**src/rtl/banked_dat_mem.sv**
```systemverilog
// Banked data memory with a combinational read port, bank-relative addressing
// and a clear engine that zeroes the whole array or a single bank.
module banked_dat_mem #(
  parameter int DW      = 8,
  parameter int AW      = 8,
  parameter int BANK_AW = 5
) (
  input  logic                  clk,
  input  logic                  rst_n,
  input  logic [DW-1:0]         dat_in,
  input  logic                  wr_en,
  input  logic [AW-1:0]         addr,
  input  logic [AW-BANK_AW-1:0] bank_num,
  input  logic                  clr_req,
  input  logic                  clr_all,
  output logic [DW-1:0]         dat_out,
  output logic                  busy,
  output logic                  addr_oob,
  output logic                  wr_err
);

  localparam int DEPTH      = 1 << AW;
  localparam int BANK_WORDS = 1 << BANK_AW;
  localparam logic [AW-1:0] LIM_ALL  = AW'(DEPTH - 1);
  localparam logic [AW-1:0] LIM_BANK = AW'(BANK_WORDS - 1);

  typedef enum logic {IDLE, CLR} state_t;

  state_t        state_q, state_d;
  logic [AW-1:0] cnt_q, cnt_d;
  logic [AW-1:0] lim_q, lim_d;
  logic [AW-1:0] base_q, base_d;
  logic          wr_err_q, wr_err_d;

  logic [DW-1:0] mem [DEPTH];
  logic [AW-1:0] bank_base;
  logic [AW-1:0] pa;
  logic          mem_we;
  logic [AW-1:0] mem_waddr;
  logic [DW-1:0] mem_wdata;

  // The AW-bit sum wraps, so accesses past the last bank land back at address 0.
  assign bank_base = {bank_num, {BANK_AW{1'b0}}};
  assign pa        = addr + bank_base;
  assign addr_oob  = |addr[AW-1:BANK_AW];
  assign busy      = (state_q == CLR);
  assign wr_err    = wr_err_q;
  assign dat_out   = busy ? '0 : mem[pa];

  always_comb begin
    state_d   = state_q;
    cnt_d     = cnt_q;
    lim_d     = lim_q;
    base_d    = base_q;
    wr_err_d  = wr_en & (busy | clr_req);
    mem_we    = 1'b0;
    mem_waddr = pa;
    mem_wdata = dat_in;
    case (state_q)
      IDLE: begin
        if (clr_req) begin
          state_d = CLR;
          cnt_d   = '0;
          base_d  = clr_all ? '0 : bank_base;
          lim_d   = clr_all ? LIM_ALL : LIM_BANK;
        end else if (wr_en) begin
          mem_we = 1'b1;
        end
      end
      CLR: begin
        // base is bank-aligned, so base+cnt never carries out of the array
        mem_we    = 1'b1;
        mem_waddr = base_q + cnt_q;
        mem_wdata = '0;
        cnt_d     = cnt_q + 1'b1;
        if (cnt_q == lim_q) state_d = IDLE;
      end
      default: state_d = CLR;
    endcase
  end

  always_ff @(posedge clk) begin
    if (!rst_n) begin
      state_q  <= CLR;
      cnt_q    <= '0;
      base_q   <= '0;
      lim_q    <= LIM_ALL;
      wr_err_q <= 1'b0;
    end else begin
      state_q  <= state_d;
      cnt_q    <= cnt_d;
      base_q   <= base_d;
      lim_q    <= lim_d;
      wr_err_q <= wr_err_d;
    end
  end

  // Array contents have no reset; only the clear engine zeroes them.
  always_ff @(posedge clk) begin
    if (rst_n && mem_we) mem[mem_waddr] <= mem_wdata;
  end

endmodule

```
**config.mk**
```make
export PLATFORM = sky130hd
export DESIGN_NAME = banked_dat_mem
export DESIGN_NICKNAME = d
export VERILOG_FILES = /design/src/rtl/banked_dat_mem.sv
export SDC_FILE = /design/constraint.sdc
export NUM_CORES = 2
export LEC_CHECK = 0
export CAP_MARGIN = 20
export CORE_ASPECT_RATIO = 0.9
export CORE_MARGIN = 2
export CORE_UTILIZATION = 55
export DETAILED_ROUTE_END_ITERATION = 6
export GPL_TIMING_DRIVEN = 0
export PLACE_DENSITY_LB_ADDON = 0.08
export REMOVE_ABC_BUFFERS = 1
export SYNTH_ARGS = -nofsm -noshare
export SYNTH_HDL_FRONTEND = slang
export SYNTH_SLANG_ARGS = --single-unit
```
**constraint.sdc**
```tcl
create_clock -name clk -period 15.25 [get_ports clk]
set_input_delay 2.2875 -clock clk [delete_from_list [all_inputs] [get_ports clk]]
set_output_delay 2.2875 -clock clk [all_outputs]
set_load 0.03 [all_outputs]
```
==> flow_metrics.tcl <==
set metrics [dict create \
    cp-start-kind "input pin" \
    grt_overflow 0 \
    grt_pass1_vias 38970 \
    reg2reg_slack_ns 11.11 \
    worst_ep_arrival_time_ns 7.83 \
    yosysTopAreaCell "edfxtp_1" \
    cts_buffers 201 \
    vdd_drop_max_mv 0.1157 \
    antenna_found_initial 3 \
    async_reset_ff_share_pct 0 \
    route.detailed.drc 0 \
    die_w_um 406.8 \
    gp_congestion 0.7899 \
    skew_ns 0.02066 \
    nets 4092 \
    preCtsSetupSlack_ns 5.059 \
    hold_path_depth 2 \
    rsz0062_at_grt "no" \
    cts_hold_buf 0 \
    timing.rr.start "cnt_q[5]" \
    switching_share_pct 20.00 \
    vias_per_cell 6.405 \
    dp.cells 5814 \
    clock-root-buffer "clkbuf_16" \
    p_per_area_nw_per_um2 127.7 \
    fin_crit_ns 10.11 \
    clockPowerShare_pct 43.7 \
    cpMaxStageDelayCell "nor4_1" \
    synth-edff-count 2048 \
    totalNegativeSetupSlack_ns 0 \
    period_share_pct 66.32 \
    crit_buf_inv 5 \
    grt_pass1_wl_um 280100 \
    outcome "finished clean" \
    htreeDepth 4 \
    endpoint_kind "primary output" \
    crit_type "in -> out" \
    cts_num_sinks 2062 \
    avgSynthCellArea_sq_um 20.40 \
    post_cts_buffers 0 \
    final_common_cell "edfxtp_1" \
    vias 39670 \
    ant_nets 0 \
    max_stage_delay_ns 0.76 \
    gr-usage-all-layers_pct 26.47 \
    min_path_type "reg -> reg" \
    p_total_mw 11.64 \
    synth.distinct_cells 49 \
    synthTopCellsByArea "edfxtp_1 77%, mux4_2 11%, mux2i_1 3.0%, mux2_2 1.3%, nor2_1 1.3%" \
    final-instance-count-excl-fill 6193 \
    cts.reportedPaths.clkPinSlew_ns 0.06 \
    routed_wl_um 195500 \
    drive_gt1_share_pct 21.69 \
    ctsLongestPathBuffers 3 \
    dieArea_sq_um 149100 \
    diodes 0 \
    worstReg2RegEnd "mem[40][2]" \
    fmax_ghz 0.09887 \
    path_max_fanout 102 \
    area_growth_syn_to_layout_pct 13.47 \
    switching_power_mw 2.327 \
    synth_top_cell_area_share_pct 76.56 \
    power_frac_seq_pct 52.8 \
    drt_iter0_drc 4887 \
    rows 133 \
    internal_power_mw 9.308 \
    io_pins 35 \
    first_pass_iters 6 \
    ys_seq_elements 2062 \
    worst_slew_pin_slew_ns 1.170 \
    avgRoutedWirePerCell_um 31.57 \
    initial_core_util_pct 55.17 \
    clkLatencyLatePin_ns 0.81 \
    hpwl_um 123100 \
    path_cells "buf_8 > buf_16 > buf_16 > buf_16 > mux4_2 > mux2_2 > a22oi_1 > nand3_1 > nor4_1 > nand3_1 > clkdlybuf4s50_1" \
    min_from "lim_q[6]" \
    setup_slack_ns 5.136 \
    ys_warn_count 0 \
    cts_tree "yes" \
    synthesis.instances 3937 \
    slew_viol_final 0 \
    portBuffers 34 \
    setup_viol 0 \
    seq_area_frac_synth_pct 76.91 \
    r2r_cells 9 \
    hold-path-endpoint "lim_q[6]" \
    fp.coreArea_sq_um 145600 \
    grt_max_degree 103 \
    maxCapViolCount 0 \
    synth_ff_type "edfxtp_1" \
    die-height_um 366.6 \
    critical-path-top-delay-family "buffers and inverters" \
    hold_viol_final 0 \
    leakage_nw 29.15 \
    critPathMostFrequentCell "buf_16" \
    synth_area_sq_um 80330 \
    final_cell_mix "2048 x edfxtp_1, 381 x mux4_2, 278 x nor2_1" \
    critPathRequiredTime_ns 12.96 \
    power_frac_comb_pct 3.5 \
    relSlewSlack_pct 20.99 \
    cts.repair.resized 0 \
]
[worst max-delay path by stage]
stage                    from          to  slack [ns]  cells after the start
floorplan           dat_in[0]   mem[0][0]        5.37                      1
global placement      addr[0]  dat_out[5]      -42.10                      8
detailed placement    addr[1]  dat_out[0]        5.06                     11
CTS                   addr[1]  dat_out[0]        5.05                     11
global route          addr[1]  dat_out[1]        5.01                     11
finish                addr[1]  dat_out[1]        5.14                     11
[sequential cells by signal, summed over array words and instances, names as in the netlist]
signal,cells
base_q,3
cnt_q,8
busy,1
wr_err,1
lim_q,1
mem,2048
[cell type report]
type | count | area [sq um]
clock buffers | 243 | 5315
clock inverters | 133 | 1438
fillers | 10010 | 54460
inverters | 12 | 50.05
multi-input cells | 1636 | 17470
flip-flops and latches | 2062 | 61780
well taps | 1957 | 2449
repair buffers | 150 | 2641
[power by group through the flow]
| stage | clock, mW | sequential [mW] | combinational (mW) |
|---|---|---|---|
| floorplan | 0 | 6.26 | 0.202 |
| global placement | 0 | 6.26 | 0.896 |
| detailed placement | 0 | 6.26 | 0.406 |
| CTS | 5.15 | 6.14 | 0.407 |
| global route | 5.37 | 6.14 | 0.427 |
| finish | 5.09 | 6.14 | 0.407 |
[metal layers]
layer	part of all wire (%)	wire length, um	GRT usage (%)	up-vias
met5	0	0	0	-
met3	8.2	16020	5.241	254
li1	-	-	-	16600
met2	46	88960	38.60	1589
met1	44	86490	41.66	21230
met4	2.1	4022	6.211	0
[tightest hold or removal path: cells and delay by family (launching register included)]
family / cells / cell delay (ns)
flip-flops: 1 / 0.35
multiplexers: 1 / 0.08
AND/OR/NAND/NOR: 1 / 0.06
[through the flow]
| stage | utilization, % | hold WS (ns) | cell area [sq um] |
|---|---|---|---|
| 4_1_cts | 62.57 | 0.5147 | 91100 |
| 2_1_floorplan | - | 0.4572 | 79130 |
| 6_report | 62.60 | 0.5120 | 91150 |
| 5_1_grt | 62.60 | 0.5257 | 91150 |
| 3_3_place_gp | 56.26 | 0.4920 | 81920 |
| 3_5_place_dp | 57.93 | 0.4924 | 84350 |
[cell families after synthesis]
family / count (synthesis) / share of synthesized area, %
xor gates and xnor gates: 4 / 0.07944
muxes: 719 / 15.04
buffers and inverters: 239 / 1.548
adders and majority gates: 5 / 0.09658
DFF: 2062 / 76.91
AOI/OAI and AO/OA: 370 / 3.435
and+or+nand+nor: 538 / 2.889
[synthesized netlist by cell type (3+ instances only)]
cell type and count:
o21ai_0 15, buf_2 82, nor2_1 281, edfxtp_1 2048
mux2i_1 244, ha_1 3, nand4_1 26, buf_6 13
o211ai_1 70, buf_4 36, mux4_2 381, inv_1 11
a31oi_1 4, a21oi_1 19, nor2b_1 21, buf_1 8
mux2_2 94, a41oi_1 4, or3_1 3, a221oi_1 24
o22ai_1 32, nand2b_1 5, clkbuf_1 87, a22oi_1 127
nand3_1 27, and2_1 6, nor3_1 20, nand3b_1 7
nor3b_1 6, o2111ai_1 32, nor4_1 12, a22o_1 29
nand2_1 121, dfxtp_1 14, a211oi_1 7
(Power assumes the default switching activity.)
